===== src/rtl/i2c_seg_mux.sv =====
// I2C target holding one segment byte per digit plus a control byte, driving a
// time-multiplexed, PWM-dimmed common-select 7-segment display.
//
// state     | meaning
// IDLE      | bus free, or transfer not addressed to us
// ADDR      | shifting in 7-bit address + R/W
// ADDR_ACK  | driving ACK for our address
// PTR       | shifting in register pointer
// PTR_ACK   | driving ACK for pointer byte
// WDATA     | shifting in write data
// WDATA_ACK | driving ACK, byte already written to reg[ptr]
// RDATA     | shifting out reg[ptr], only 0 bits are driven
// RDATA_ACK | SDA released, sampling controller ACK/NACK
module i2c_seg_mux #(
    parameter logic [6:0] I2C_ADDR       = 7'h42,
    parameter int         NUM_DIGITS     = 4,
    parameter int         REFRESH_W      = 12,
    parameter bit         SEG_ACTIVE_LOW = 1'b0,
    parameter bit         SEL_ACTIVE_LOW = 1'b0
) (
    input  logic                  clk,
    input  logic                  rst_n,
    input  logic                  i2c_scl_i,
    input  logic                  i2c_sda_i,
    output logic                  i2c_sda_o,
    output logic                  i2c_sda_oe,
    output logic [6:0]            seg_o,
    output logic [NUM_DIGITS-1:0] sel_o
);
    localparam int PW = $clog2(NUM_DIGITS + 1);
    localparam int IW = $clog2(NUM_DIGITS);

    typedef enum logic [3:0] {
        IDLE, ADDR, ADDR_ACK, PTR, PTR_ACK, WDATA, WDATA_ACK, RDATA, RDATA_ACK
    } state_t;

    state_t          state_q, state_d;
    logic [3:0]      cnt_q, cnt_d;
    logic [7:0]      shift_q, shift_d;
    logic            oe_d;
    logic [PW-1:0]   ptr_q, ptr_d, ptr_inc;
    logic            rw_q, rw_d;
    logic            wr_en;
    logic [7:0]      dig_q [NUM_DIGITS];
    logic [7:0]      ctrl_q;
    logic [7:0]      rd_data;

    // Sync flops reset to the idle-bus level so release of reset never fakes an edge.
    logic [1:0] scl_sync, sda_sync;
    logic       scl_p, sda_p, scl_s, sda_s;
    logic       scl_rise, scl_fall, start_det, stop_det;

    always_ff @(posedge clk or negedge rst_n) begin
        if (!rst_n) begin
            scl_sync <= 2'b11;
            sda_sync <= 2'b11;
            scl_p    <= 1'b1;
            sda_p    <= 1'b1;
        end else begin
            scl_sync <= {scl_sync[0], i2c_scl_i};
            sda_sync <= {sda_sync[0], i2c_sda_i};
            scl_p    <= scl_sync[1];
            sda_p    <= sda_sync[1];
        end
    end

    assign scl_s     = scl_sync[1];
    assign sda_s     = sda_sync[1];
    assign scl_rise  = scl_s & ~scl_p;
    assign scl_fall  = ~scl_s & scl_p;
    assign start_det = scl_s & scl_p & sda_p & ~sda_s;
    assign stop_det  = scl_s & scl_p & ~sda_p & sda_s;

    assign i2c_sda_o = 1'b0;
    assign ptr_inc   = (ptr_q == PW'(NUM_DIGITS)) ? '0 : ptr_q + PW'(1);

    always_comb begin
        rd_data = 8'h00;
        if (ptr_q == PW'(NUM_DIGITS))
            rd_data = ctrl_q;
        else if (int'(ptr_q) < NUM_DIGITS)
            rd_data = dig_q[ptr_q[IW-1:0]];
    end

    always_comb begin
        state_d = state_q;
        cnt_d   = cnt_q;
        shift_d = shift_q;
        oe_d    = i2c_sda_oe;
        ptr_d   = ptr_q;
        rw_d    = rw_q;
        wr_en   = 1'b0;
        if (stop_det) begin
            state_d = IDLE;
            oe_d    = 1'b0;
        end else if (start_det) begin
            state_d = ADDR;
            cnt_d   = 4'd0;
            oe_d    = 1'b0;
        end else begin
            unique case (state_q)
                IDLE: ;
                ADDR: begin
                    if (scl_rise) begin
                        shift_d = {shift_q[6:0], sda_s};
                        cnt_d   = cnt_q + 4'd1;
                    end else if (scl_fall && cnt_q == 4'd8) begin
                        cnt_d = 4'd0;
                        if (shift_q[7:1] == I2C_ADDR) begin
                            rw_d    = shift_q[0];
                            oe_d    = 1'b1;
                            state_d = ADDR_ACK;
                        end else begin
                            state_d = IDLE;
                        end
                    end
                end
                ADDR_ACK: begin
                    if (scl_fall) begin
                        cnt_d = 4'd0;
                        if (rw_q) begin
                            shift_d = rd_data;
                            oe_d    = ~rd_data[7];
                            state_d = RDATA;
                        end else begin
                            oe_d    = 1'b0;
                            state_d = PTR;
                        end
                    end
                end
                PTR: begin
                    if (scl_rise) begin
                        shift_d = {shift_q[6:0], sda_s};
                        cnt_d   = cnt_q + 4'd1;
                    end else if (scl_fall && cnt_q == 4'd8) begin
                        cnt_d   = 4'd0;
                        ptr_d   = PW'(shift_q % 8'(NUM_DIGITS + 1));
                        oe_d    = 1'b1;
                        state_d = PTR_ACK;
                    end
                end
                WDATA: begin
                    if (scl_rise) begin
                        shift_d = {shift_q[6:0], sda_s};
                        cnt_d   = cnt_q + 4'd1;
                    end else if (scl_fall && cnt_q == 4'd8) begin
                        cnt_d   = 4'd0;
                        wr_en   = 1'b1;
                        ptr_d   = ptr_inc;
                        oe_d    = 1'b1;
                        state_d = WDATA_ACK;
                    end
                end
                PTR_ACK, WDATA_ACK: begin
                    if (scl_fall) begin
                        oe_d    = 1'b0;
                        state_d = WDATA;
                    end
                end
                RDATA: begin
                    if (scl_rise) begin
                        cnt_d = cnt_q + 4'd1;
                    end else if (scl_fall) begin
                        if (cnt_q == 4'd8) begin
                            oe_d    = 1'b0;
                            state_d = RDATA_ACK;
                        end else begin
                            shift_d = {shift_q[6:0], 1'b0};
                            oe_d    = ~shift_q[6];
                        end
                    end
                end
                RDATA_ACK: begin
                    // ACK bumps the pointer on the rise; next byte loads on the fall.
                    if (scl_rise) begin
                        if (!sda_s) ptr_d = ptr_inc;
                        else        state_d = IDLE;
                    end else if (scl_fall) begin
                        cnt_d   = 4'd0;
                        shift_d = rd_data;
                        oe_d    = ~rd_data[7];
                        state_d = RDATA;
                    end
                end
                default: state_d = IDLE;
            endcase
        end
    end

    always_ff @(posedge clk or negedge rst_n) begin
        if (!rst_n) begin
            state_q    <= IDLE;
            cnt_q      <= 4'd0;
            shift_q    <= 8'h00;
            i2c_sda_oe <= 1'b0;
            ptr_q      <= '0;
            rw_q       <= 1'b0;
        end else begin
            state_q    <= state_d;
            cnt_q      <= cnt_d;
            shift_q    <= shift_d;
            i2c_sda_oe <= oe_d;
            ptr_q      <= ptr_d;
            rw_q       <= rw_d;
        end
    end

    always_ff @(posedge clk or negedge rst_n) begin
        if (!rst_n) begin
            for (int i = 0; i < NUM_DIGITS; i++) dig_q[i] <= 8'h00;
            ctrl_q <= 8'hF1;
        end else if (wr_en) begin
            if (ptr_q == PW'(NUM_DIGITS))
                ctrl_q <= shift_q;
            else if (int'(ptr_q) < NUM_DIGITS)
                dig_q[ptr_q[IW-1:0]] <= shift_q;
        end
    end

    logic [REFRESH_W-1:0]  slot_q;
    logic [IW-1:0]         idx_q, idx_nxt;
    logic [6:0]            seg_lat_q;
    logic                  active;
    logic [NUM_DIGITS-1:0] sel_hot;

    assign idx_nxt = (idx_q == IW'(NUM_DIGITS - 1)) ? '0 : idx_q + IW'(1);
    assign sel_hot = NUM_DIGITS'(1) << idx_q;
    assign active  = ctrl_q[0] && (slot_q >= REFRESH_W'(4))
                     && (slot_q[REFRESH_W-1 -: 4] <= ctrl_q[7:4]);

    // Segment byte is captured once per slot so a write never tears a lit digit.
    always_ff @(posedge clk or negedge rst_n) begin
        if (!rst_n) begin
            slot_q    <= '0;
            idx_q     <= '0;
            seg_lat_q <= 7'h00;
        end else begin
            slot_q <= slot_q + REFRESH_W'(1);
            if (&slot_q) begin
                idx_q     <= idx_nxt;
                seg_lat_q <= dig_q[idx_nxt][6:0];
            end
        end
    end

    always_ff @(posedge clk or negedge rst_n) begin
        if (!rst_n) begin
            seg_o <= {7{SEG_ACTIVE_LOW}};
            sel_o <= {NUM_DIGITS{SEL_ACTIVE_LOW}};
        end else begin
            seg_o <= (active ? seg_lat_q : 7'h00) ^ {7{SEG_ACTIVE_LOW}};
            sel_o <= (active ? sel_hot : '0) ^ {NUM_DIGITS{SEL_ACTIVE_LOW}};
        end
    end

endmodule


===== config.mk =====
export PLATFORM = sky130hd
export DESIGN_NAME = i2c_seg_mux
export DESIGN_NICKNAME = d
export VERILOG_FILES = /design/src/rtl/i2c_seg_mux.sv
export SDC_FILE = /design/constraint.sdc
export NUM_CORES = 1
export LEC_CHECK = 0
export CAP_MARGIN = 40
export CELL_PAD_IN_SITES_DETAIL_PLACEMENT = 1
export CELL_PAD_IN_SITES_GLOBAL_PLACEMENT = 1
export CORE_UTILIZATION = 40
export DETAILED_ROUTE_END_ITERATION = 8
export GPL_TIMING_DRIVEN = 0
export PLACE_DENSITY_LB_ADDON = 0.1
export SLEW_MARGIN = 20
export SYNTH_ARGS = -nofsm -noshare
export SYNTH_HDL_FRONTEND = slang
export SYNTH_SLANG_ARGS = --single-unit

===== constraint.sdc =====
create_clock -name clk -period 4.8 [get_ports clk]
set_input_delay 0.72 -clock clk [delete_from_list [all_inputs] [get_ports clk]]
set_output_delay 0.72 -clock clk [all_outputs]
set_load 0.01 [all_outputs]

# ---- Word-level counts from Yosys, hierarchy flattened
# Cells that the tools add are included.
dict set report word_totals {
  reg_bits 99
  in_bits 4
  out_inout_bits 13
  wordCells 198
}
dict set report op_classes {
  add_sub_neg 4
  div_mod_pow 1
  order_cmp 6
  eq_ne 48
  shifts 1
  mux 78
  n_bitwise 19
  n_reduce_logical 21
}
# cell count
set op_table {}
lappend op_table {{$mux W8} 13}
lappend op_table {{$mux W4} 23}
lappend op_table {{$ne A4 B4 Y1 const B} 14}
lappend op_table {{$bmux W8 S2} 2}
lappend op_table {{$bwmux W32} 1}
lappend op_table {{$pmux W4 S8} 1}
lappend op_table {{$pmux W8 S4} 1}
lappend op_table {{$ne A2 B2 Y1 const B} 13}
lappend op_table {{$mux W3} 8}
lappend op_table {{$reduce_and A12 Y1} 2}
lappend op_table {{$mux W7} 3}
lappend op_table {{$mux W1} 20}
lappend op_table {{$demux W8 S2} 1}
lappend op_table {{$eq A4 B3 Y1 const B} 4}
lappend op_table {{$pmux W4 S4} 1}
lappend op_table {{$reduce_and A14 Y1} 1}
lappend op_table {{$add A12 B1 Y12 const B} 1}
lappend op_table {{$ge A12 B3 Y1 const B} 1}
lappend op_table {{$reduce_and A11 Y1} 1}
lappend op_table {{$ne A5 B5 Y1 const B} 2}
lappend op_table {{$not A1 Y1} 10}
lappend op_table {{$ne A3 B3 Y1 const B} 3}
lappend op_table {{$pmux W3 S3} 1}
lappend op_table {{$reduce_and A9 Y1} 1}
lappend op_table {{other kinds (34)} 50}

# ---- Longest topological paths before layout
# Gate-level depths: netlist (run 1).
dict set report logic_depth {
  ltp_word 12
  depth_mapped 18
  depth_no_buf 16
}

# ---- Least setup slack after synthesis (run 1)
# Ideal clock, no wire load.
dict set report synth_path {
  path_type {flip-flop to flip-flop}
  from {register shift_q[2]}
  to {register ptr_q[2]}
  setup_ps 136
  arrival_ps 3673
  t_required_ps 4664
  path_slack_ps 991
  path_stages_with_launch 16
  path_buffers 0
  period_less_slack_ps 3809
  cell_sequence {dfrtp_1 -> nand2b_1 -> or3b_2 -> a31o_2 -> nand2_2 -> inv_1 -> ha_1 -> o32a_2 -> a311o_2 -> xnor2_2 -> ha_1 -> or2b_1 -> a21oi_1 -> o311ai_4 -> a311oi_1 -> a311oi_1}
}
dict set report synth_between {
  elab_chain_len 4
}
# element line_no
set synth_rtl {}
lappend synth_rtl {{start, declared} 39} ;# logic [7:0] shift_q, shift_d;
lappend synth_rtl {{start signal, assigned} 201} ;# shift_q <= shift_d;
lappend synth_rtl {{$mod A8 B3 Y8} 137} ;# ptr_d = PW'(shift_q % 8'(NUM_DIGITS + 1));
lappend synth_rtl {{$mux W3} 135} ;# end else if (scl_fall && cnt_q == 4'd8) begin
lappend synth_rtl {{$mux W3} 132} ;# if (scl_rise) begin
lappend synth_rtl {{$pmux W3 S3} 101} ;# unique case (state_q)
lappend synth_rtl {{end signal, assigned} 203} ;# ptr_q <= ptr_d;
lappend synth_rtl {{end, declared} 41} ;# logic [PW-1:0] ptr_q, ptr_d, ptr_inc;
# Every way passes these cells. The select of a mux whose other input is x is not followed.
# A chain may end at the register's enable or synchronous reset.

# ---- Final worst setup path (run 1)
dict set report layout_path {
  from {register shift_q[6]}
  to {register ptr_q[2]}
}
# The elaborated chain is that of the path after synthesis.

==> results.toml, run 1 <==
[final_layout]
antenna_cells = 0
layout.nets = 632
drive_above_1_share_pct = 22.30
area_delta_synth_final_pct = 12.42
finish.cell_count_without_fillers = 794
fin_util_pct = 46.57

[clock_network]
h-tree-depth = 3
tritoncts_num_sinks = 99
worst_setup_hold_path_clk_slew_ps = 70
post-cts-setup-buffer-count = 0
cts-resized-gates = 0
cts_made_buffers = 9
clk_latency_ps = 350
cts_tree = "yes"
cts_root_buf = "sky130_fd_sc_hd__clkbuf_16"
cts_hold_buffers = 0
cts_buffer_depth = 2

[synth]
seq_area_frac_synth_pct = 41.07
ys_top_cells_by_area = "sky130_fd_sc_hd__dfrtp_1 (36%), sky130_fd_sc_hd__mux2_2 (8.7%), sky130_fd_sc_hd__mux4_2 (5.6%)"
netlist_top_cells_count = "sky130_fd_sc_hd__dfrtp_1 (88), sky130_fd_sc_hd__mux2_2 (47), sky130_fd_sc_hd__nand2_1 (40)"
post_synth_net_total = 604
synthesis.area_per_instance_um2 = 10.51
share_of_synthesized_flip_flops_with_an_asynchronous_set_or_reset_pct = 100.0
count_of_flip_flops_with_a_built_in_enable_after_synthesis = 0
yosysUniqueCellTypes = 86
synthesis.instances = 577
synth_largest_area_cell = "sky130_fd_sc_hd__dfrtp_1"
post-synth-top-area-fraction_pct = 36.30
ys_flop_type = "sky130_fd_sc_hd__dfrtp_1"
synthMostInstantiatedCell = "sky130_fd_sc_hd__dfrtp_1"
number_of_warnings_issued_by_yosys = 0
synth-seq-cells = 99
mappedNetlistArea_mm2 = 0.006066

[setup_path]
crit_fanout = 10
arrival_ps = 4520
worstPathRequired_ps = 5020
worstSetupEndpointType = "flop"
cp-start-kind = "flop"
critical_path_class = "reg -> reg"

[route]
detailroute.via_count = 4539
detail_route.wl_per_cell_um = 19.11
avgViaCountPerCell = 5.717
drt_pass1_iterations = 6
drt_iter0_drc = 244
post-route-drc-count = 0
post_drt_antenna_nets = 0
drt-total-wl_um = 15170

[floorplan]
die_width_um = 125.1
fp-row-count = 44
ioPinCount = 17
fp.coreArea_mm2 = 0.01464
chip_height_um = 125.1
initial_standard_cell_utilization_of_the_core_pct = 41.42
floorplan.die_area_mm2 = 0.01566

[power]
vdd_drop_max_mv = 0.2322
cellLeakagePower_nw = 2.959
total_power_density_per_cell_area_mw_per_mm2 = 335.5
design_power_total_mw = 2.288

[timing]
whs_ps = 282.5
layout_min_cycle_time_ps = 4306
slew_viol_final = 0
finalHoldViolCount = 0
tightestPinTransition_ps = 722.6
fmax_mhz = 232.2
worst_clk_skew_ps = 6.123
relSlewSlack_pct = 50.58
rsz0062_at_grt = "no"
min_period_over_period_pct = 89.71
setup_viol = 0

[placed_design]
final_replace_weighted_congestion = 0.8591
port_buffers = 15
hpwlAfterDp_um = 11050
post-place-cells = 777

[job]
max_capacitance_violation_total = 0

[global_routing]
antenna_violations_before_repair = 0
globalRoute.totalOverflow = 0
gr-usage-all-layers_pct = 20.88
first_global_vias = 4857
grt_start_max_net_pins = 56
grt_pass1_wl_um = 25640

[min_path]
timing.hold.worst.class = "in -> async"

[run_status]
run_status = "complete, no violations"
==> layout by cell type (no fill, tap or decap), types with 14 or more instances in the layout <==
cell type                         synthesis  final
sky130_fd_sc_hd__mux2_2                  47     47
sky130_fd_sc_hd__ha_1                    23     23
sky130_fd_sc_hd__a21oi_1                 26     26
sky130_fd_sc_hd__clkdlybuf4s50_1          0     14
sky130_fd_sc_hd__o21ai_0                 33     33
sky130_fd_sc_hd__dfrtp_1                 88     88
sky130_fd_sc_hd__and2_1                  14     14
sky130_fd_sc_hd__mux4_2                  15     15
sky130_fd_sc_hd__nor2_1                  33     33
sky130_fd_sc_hd__inv_1                   23     23
sky130_fd_sc_hd__nand2_1                 40     40
==> metrics by stage <==
step	cell area [um2]	TNS (ps)	setup slack (ps)
5_1_grt	6819	0	241.3
4_1_cts	6808	0	493.6
3_3_place_gp	6446	-69050	-788.8
2_1_floorplan	6066	0	991.1
6_report	6819	0	493.9
3_5_place_dp	6475	0	531.7
==> area by class of cell <==
type / count / area, um2
Sequential cell: 99 / 2491
Timing Repair Buffer: 17 / 190.2
Multi-Input combinational cell: 412 / 3228
Inverter: 25 / 93.84
Clock inverter: 6 / 93.84
Buffer: 41 / 252.7
Fill cell: 1596 / 7825
Tap cell: 184 / 230.2
Clock buffer: 10 / 239.0
==> path summary, 6_finish.rpt <==
check                                       start                    end  slack, ps  cells after the start
hold reg to reg             sda_sync[0]$_DFF_PN1_  sda_sync[1]$_DFF_PN1_        360                      0
min in group clk            sda_sync[0]$_DFF_PN1_  sda_sync[1]$_DFF_PN1_        360                      0
setup reg to reg           shift_q[6]$_DFFE_PN0P_   ptr_q[2]$_DFFE_PN0P_        490                     16
hold / removal                              rst_n     seg_o[6]$_DFF_PN0_        280                      1
max in group asynchronous                   rst_n  sda_sync[1]$_DFF_PN1_       3840                      2
setup / recovery           shift_q[6]$_DFFE_PN0P_   ptr_q[2]$_DFFE_PN0P_        490                     16
==> flip-flops by register name, summed over array words and instances, names as in the netlist, 3 cells and up <==
signal     cells
dig_q         32
sel_o          4
seg_lat_q      7
slot_q        12
seg_o          7
ctrl_q         8
cnt_q          4
ptr_q          3
shift_q        8
state_q        4
==> critical path, cell delays in order, from the launching register on <==
cell	delay, ps
sky130_fd_sc_hd__dfrtp_1	410
sky130_fd_sc_hd__buf_4	180
sky130_fd_sc_hd__buf_4	170
sky130_fd_sc_hd__nor4b_1	490
sky130_fd_sc_hd__o31ai_2	150
sky130_fd_sc_hd__nand2_2	200
sky130_fd_sc_hd__inv_1	80
sky130_fd_sc_hd__ha_1	220
sky130_fd_sc_hd__o32a_2	380
sky130_fd_sc_hd__a311o_2	340
sky130_fd_sc_hd__xnor2_2	180
sky130_fd_sc_hd__ha_1	210
sky130_fd_sc_hd__or2b_1	280
sky130_fd_sc_hd__a21oi_1	320
sky130_fd_sc_hd__o311ai_4	180
sky130_fd_sc_hd__a311oi_1	290
sky130_fd_sc_hd__a311oi_1	80
==> logic make-up (layout without fill, tap and decap cells) <==
| group | Yosys count | count (layout) | synth area share [%] |
|---|---|---|---|
| simple gates | 179 | 179 | 16.32 |
| xor+xnor | 21 | 21 | 3.156 |
| other cells | 1 | 1 | 0.06182 |
| buf+inv | 66 | 99 | 5.714 |
| compound gates | 122 | 122 | 13.99 |
| mux | 66 | 66 | 14.95 |
| fa+ha+maj | 23 | 23 | 4.744 |
| flops | 99 | 99 | 41.07 |
==> per-layer routing <==
metal / global-route usage [%] / vias up / routed length, um
met1: 26.70 / 2314 / 7033
met4: 6.241 / 0 / 219
met5: 0 / - / 0
li1: - / 2149 / -
met2: 36.18 / 59 / 7524
met3: 3.509 / 17 / 395
==> power breakdown <==
group          switching (mW)  internal (mW)
Clock                   0.339          0.478
Combinational           0.354          0.237
Sequential             0.0230          0.857
No activity file was read; power rests on OpenSTA's default activity.
==> run 2, diff against run 1 <==
--- a/config.mk
+++ b/config.mk
@@ -9,6 +9,7 @@
 export CELL_PAD_IN_SITES_DETAIL_PLACEMENT = 1
 export CELL_PAD_IN_SITES_GLOBAL_PLACEMENT = 1
 export CORE_UTILIZATION = 40
+export CTS_BUF_LIST = sky130_fd_sc_hd__clkbuf_8
 export DETAILED_ROUTE_END_ITERATION = 8
 export GPL_TIMING_DRIVEN = 0
 export PLACE_DENSITY_LB_ADDON = 0.1
==> run 2 against run 1 <==
Clock skew up 5.1 ps. Clock-buffer cell count unchanged. Wire length about the same. Via count down 0.31%. First-iteration DRC count up 16%. Sequential power about the same. Non-clock buffer count unchanged. Power down 8.1%. Critical path depth unchanged. Clock power down 23%. Die area unchanged.
==> results.toml, run 2 (synthesis results as in run 1) <==
[setup_path]
path_delay_family = "compound AO/OA/AOI/OAI gates"
reg_to_reg_endpoint = "ptr_q[2]$_DFFE_PN0P_"
path_buf_inv = 3
cpPeakStageDelay_ps = 490
critical_path_class = "reg -> reg"
path_cells = "buf_4, buf_4, nor4b_1, o31ai_2, nand2_2, inv_1, ha_1, o32a_2, a311o_2, xnor2_2, ha_1, or2b_1, a21oi_1, o311ai_4, a311oi_1, a311oi_1"
crit_fanout = 10
cp-start-kind = "flop"
worstPathRequired_ps = 5050
crit_path_end = "ptr_q[2]$_DFFE_PN0P_"
arrival_ps = 4550
reg2reg_slack_ps = 500
crit_slowest_cell = "sky130_fd_sc_hd__nor4b_1"
worstSetupEndpointType = "flop"
reg2reg_from = "shift_q[6]$_DFFE_PN0P_"
r2r_cells = 16
critPathLaunch = "shift_q[6]$_DFFE_PN0P_"
crit_cells = 16

[job]
max_capacitance_violation_total = 0

[power]
cellLeakagePower_nw = 2.912
power_switching_share_pct = 32.99
vdd_drop_max_mv = 0.1585
design_power_total_mw = 2.102
cellInternalPower_mw = 1.408
combinationalPowerShare_pct = 28.1
sequential_share_of_power_pct = 41.9
power_frac_clock_pct = 30.0
total_power_density_per_cell_area_mw_per_mm2 = 312.8
net-switching-power_mw = 0.6932

[clock_network]
post-cts-setup-buffer-count = 0
cts_hold_buffers = 0
h-tree-depth = 3
cts_root_buf = "sky130_fd_sc_hd__clkbuf_8"
cts_made_buffers = 9
worst_setup_hold_path_clk_slew_ps = 110
cts_tree = "yes"
clk_latency_ps = 380
cts-resized-gates = 0
cts_buffer_depth = 2
tritoncts_num_sinks = 99

[route]
drt_iter0_drc = 283
drt_pass1_iterations = 6
avgViaCountPerCell = 5.699
detailroute.via_count = 4525
post_drt_antenna_nets = 0
detail_route.wl_per_cell_um = 19.11
drt-total-wl_um = 15170
post-route-drc-count = 0

[min_path]
timing.hold.worst.class = "in -> async"

[floorplan]
ioPinCount = 17
fp-row-count = 44
floorplan.die_area_mm2 = 0.01566
initial_standard_cell_utilization_of_the_core_pct = 41.42
die_width_um = 125.1
chip_height_um = 125.1
fp.coreArea_mm2 = 0.01464

[timing]
whs_ps = 245.5
rsz0062_at_grt = "no"
tightestPinTransition_ps = 784.3
relSlewSlack_pct = 46.36
slew_viol_final = 0
setup_viol = 0
worst_clk_skew_ps = 11.19
fmax_mhz = 232.4
layout_min_cycle_time_ps = 4303
min_period_over_period_pct = 89.65
finalHoldViolCount = 0

[final_layout]
drive_above_1_share_pct = 22.30
finish.cell_count_without_fillers = 794
fin_util_pct = 45.87
antenna_cells = 0
top_register = "dig_q"
area_delta_synth_final_pct = 10.75
largest_regs = "dig_q: 32 flops, slot_q: 12 flops"
fillCellCount = 1608
largest_register_ffs = 32
final_common_cell = "sky130_fd_sc_hd__dfrtp_1"
layout.nets = 632
leading_cell_types_in_the_layout_fill_and_taps_excluded = "sky130_fd_sc_hd__dfrtp_1 (88), sky130_fd_sc_hd__mux2_2 (47), sky130_fd_sc_hd__nand2_1 (40), sky130_fd_sc_hd__o21ai_0 (33), sky130_fd_sc_hd__nor2_1 (33)"

[placed_design]
final_replace_weighted_congestion = 0.8591
post-place-cells = 777
hpwlAfterDp_um = 11050
port_buffers = 15

[global_routing]
globalRoute.totalOverflow = 0
antenna_violations_before_repair = 0
grt_pass1_wl_um = 25560
grt_start_max_net_pins = 56
gr-usage-all-layers_pct = 20.80
first_global_vias = 4812

[run_status]
run_status = "complete, no violations"
## run 2: cell types whose count changed in the layout (fill, tap and decap cells not counted)
cell	change
sky130_fd_sc_hd__clkbuf_8	+9
sky130_fd_sc_hd__clkbuf_16	-9
## run 2: routing by layer
| metal | global-route usage [%] | part of all wire (%) | up-vias |
|---|---|---|---|
| met5 | 0 | 0 | - |
| met4 | 5.811 | 1.4 | 0 |
| met3 | 3.680 | 2.5 | 12 |
| met2 | 35.75 | 49 | 53 |
| met1 | 26.89 | 47 | 2317 |
| li1 | - | - | 2143 |
## run 2: power by group through the flow
stage	Sequential [mW]	Clock, mW	Combinational, mW
after floorplan	0.890	0	0.438
after global placement	0.895	0	0.575
after detailed placement	0.895	0	0.595
after CTS	0.880	0.661	0.597
after global routing	0.884	0.681	0.651
final	0.880	0.631	0.591
## run 2: how the worst min path moves through the flow
stage	end	slack [ps]	cells past startpoint
after floorplan	scl_sync[1]$_DFF_PN1_	350	0
after global placement	scl_sync[1]$_DFF_PN1_	350	0
after detailed placement	sda_sync[1]$_DFF_PN1_	350	0
after CTS	seg_o[6]$_DFF_PN0_	240	1
after global routing	seg_o[6]$_DFF_PN0_	260	1
final	seg_o[6]$_DFF_PN0_	250	1
## run 2: through the flow
stage	worst slack [ps]	setup TNS (ps)	area, um2
6_report	496.7	0	6718
4_1_cts	481.5	0	6706
3_5_place_dp	531.7	0	6475
2_1_floorplan	991.1	0	6066
3_3_place_gp	-788.8	-69050	6446
5_1_grt	229.4	0	6718
## run 2: layout make-up
class | count | area [um2] | area share (%)
Multi-Input combinational cell | 412 | 3228 | 48.05
Sequential cell | 99 | 2491 | 37.08
Buffer | 41 | 252.7 | 3.762
Tap cell | 184 | 230.2 | 3.427
Timing Repair Buffer | 17 | 190.2 | 2.831
Clock buffer | 10 | 137.6 | 2.049
Clock inverter | 6 | 93.84 | 1.397
Inverter | 25 | 93.84 | 1.397
==> run 3, diff against run 2 <==
--- a/config.mk
+++ b/config.mk
@@ -8,6 +8,7 @@
 export CAP_MARGIN = 40
 export CELL_PAD_IN_SITES_DETAIL_PLACEMENT = 1
 export CELL_PAD_IN_SITES_GLOBAL_PLACEMENT = 1
+export CORE_MARGIN = 2
 export CORE_UTILIZATION = 40
 export CTS_BUF_LIST = sky130_fd_sc_hd__clkbuf_8
 export DETAILED_ROUTE_END_ITERATION = 8
==> run 3 against run 2 <==
Via count shrank 0.20%. Sequential power about the same. Wire length up 1.0%. Die area rose by 3.2%. Power decreased by 2.1%. Setup slack worse by 8.5 ps. Global-route usage is 0.43 points lower. Hold slack got worse by 36 ps. Core utilization decreased by 1.3 points. Sequential cell count unchanged. Non-clock buffer count did not move. Largest power group unchanged. Clock power down 7.3%.
==> results.toml, run 3 (synthesis results as in run 1) <==
[floorplan]
ioPinCount = 17
initial_standard_cell_utilization_of_the_core_pct = 40.35
floorplan.die_area_mm2 = 0.01617
fp.coreArea_mm2 = 0.01503
chip_height_um = 127.1
die_width_um = 127.1
fp-row-count = 45

[setup_path]
crit_fanout = 10
worstPathRequired_ps = 5060
path_cells = "buf_4, buf_4, nor4b_1, o31ai_2, nand2_2, inv_1, ha_1, o32a_2, a311o_2, xnor2_2, ha_1, or2b_1, nand2_1, a21boi_0, a211o_1, a311oi_1, a311oi_1"
path_delay_family = "compound AO/OA/AOI/OAI gates"
cp-start-kind = "flop"
reg2reg_slack_ps = 490
cpPeakStageDelay_ps = 500
critical_path_class = "reg -> reg"
arrival_ps = 4570
worstSetupEndpointType = "flop"
crit_slowest_cell = "sky130_fd_sc_hd__nor4b_1"
path_buf_inv = 3

[global_routing]
grt_pass1_wl_um = 25790
antenna_violations_before_repair = 0
globalRoute.totalOverflow = 0
first_global_vias = 4797
grt_start_max_net_pins = 69
gr-usage-all-layers_pct = 20.37

[power]
cellLeakagePower_nw = 2.902
vdd_drop_max_mv = 0.1548
total_power_density_per_cell_area_mw_per_mm2 = 307.1

[timing]
slew_viol_final = 0
fmax_mhz = 231.9
layout_min_cycle_time_ps = 4312
min_period_over_period_pct = 89.83
worst_clk_skew_ps = 11.35
setup_viol = 0
tightestPinTransition_ps = 726.0
relSlewSlack_pct = 51.23
finalHoldViolCount = 0
setup_ws_ps = 488.3
rsz0062_at_grt = "no"
final_sum_of_negative_setup_slack_ps = 0

[final_layout]
finalInstanceArea_mm2 = 0.006701
layout.nets = 632
antenna_cells = 0
largest_register_ffs = 32
top_register = "dig_q"
leading_cell_types_in_the_layout_fill_and_taps_excluded = "sky130_fd_sc_hd__dfrtp_1 (88), sky130_fd_sc_hd__mux2_2 (47), sky130_fd_sc_hd__nand2_1 (40), sky130_fd_sc_hd__o21ai_0 (33), sky130_fd_sc_hd__nor2_1 (33)"
drive_above_1_share_pct = 22.30
largest_regs = "dig_q: 32 flops, slot_q: 12 flops"
finish.cell_count_without_fillers = 798
area_delta_synth_final_pct = 10.48
final_common_cell = "sky130_fd_sc_hd__dfrtp_1"

[job]
max_capacitance_violation_total = 0

[clock_network]
cts_tree = "yes"
cts_buffer_depth = 2
cts_root_buf = "sky130_fd_sc_hd__clkbuf_8"
clk_latency_ps = 390
cts-resized-gates = 0
worst_setup_hold_path_clk_slew_ps = 110
tritoncts_num_sinks = 99
cts_made_buffers = 9
cts_hold_buffers = 0
h-tree-depth = 3
post-cts-setup-buffer-count = 0

[route]
post_drt_antenna_nets = 0
drt_iter0_drc = 225
drt-total-wl_um = 15330
post-route-drc-count = 0
detail_route.wl_per_cell_um = 19.21
drt_pass1_iterations = 4
detailroute.via_count = 4516
avgViaCountPerCell = 5.659

[placed_design]
post-place-cells = 781
area_of_placed_instances_mm2 = 0.006480
port_buffers = 15
placement.setup.worst_slack_ps = 527.0
final_replace_weighted_congestion = 0.8333
hpwlAfterDp_um = 11190

[min_path]
timing.hold.worst.class = "in -> async"

[run_status]
run_status = "complete, no violations"
-- run 3: cell types whose count changed in the layout (fill, tap and decap cells not counted), sizes merged --
| cell | delta |
|---|---|
| clkinv | +2 |
| inv | -1 |
| bufinv | -1 |
-- run 3: worst paths after layout --
path | startpoint | endpoint | cells past startpoint
max in group asynchronous | rst_n | ctrl_q[4]$_DFFE_PN1P_ | 2
max | shift_q[6]$_DFFE_PN0P_ | ptr_q[2]$_DFFE_PN0P_ | 17
max reg2reg | shift_q[6]$_DFFE_PN0P_ | ptr_q[2]$_DFFE_PN0P_ | 17
min reg2reg | sda_sync[0]$_DFF_PN1_ | sda_sync[1]$_DFF_PN1_ | 0
min in group clk | sda_sync[0]$_DFF_PN1_ | sda_sync[1]$_DFF_PN1_ | 0
min | rst_n | state_q[3]$_DFFE_PN0P_ | 1
-- run 3: worst register-to-register path, stage by stage (launching register included) --
cell and delay, ps:
sky130_fd_sc_hd__dfrtp_1 410, sky130_fd_sc_hd__buf_4 180, sky130_fd_sc_hd__buf_4 170, sky130_fd_sc_hd__nor4b_1 500, sky130_fd_sc_hd__o31ai_2 150, sky130_fd_sc_hd__nand2_2 200, sky130_fd_sc_hd__inv_1 90, sky130_fd_sc_hd__ha_1 220
sky130_fd_sc_hd__o32a_2 380, sky130_fd_sc_hd__a311o_2 350, sky130_fd_sc_hd__xnor2_2 180, sky130_fd_sc_hd__ha_1 220, sky130_fd_sc_hd__or2b_1 290, sky130_fd_sc_hd__nand2_1 90, sky130_fd_sc_hd__a21boi_0 120, sky130_fd_sc_hd__a211o_1 340
sky130_fd_sc_hd__a311oi_1 240, sky130_fd_sc_hd__a311oi_1 80
-- run 3: report_power, final --
part	switching, mW	internal [mW]
registers	0.0242	0.857
clock network	0.323	0.262
logic	0.355	0.237
-- run 3: metal layers --
layer | vias up | track usage, % | wire (um)
met5 | - | 0 | 0
met4 | 0 | 5.042 | 189
met3 | 13 | 3.643 | 399
met2 | 64 | 33.81 | 7387
met1 | 2301 | 27.84 | 7351
li1 | 2138 | - | -
-- run 3: final cells by class --
class,instances,area [um2]
fill,1665,8332
multi-input combinational,412,3228
sequential,99,2491
buffer,41,252.7
tap,188,235.2
timing repair buffer,17,190.2
clock buffer,10,137.6
inverter,25,93.84
clock inverter,6,72.57
-- run 3: through the flow --
stage	util [%]	hold WS (ps)	power [mW]
after global routing	44.58	195.6	2.181
after floorplan	-	345.2	1.328
final	44.58	210.0	2.058
after global placement	42.91	346.7	1.474
after CTS	44.50	191.0	2.085
after detailed placement	43.10	346.9	1.488
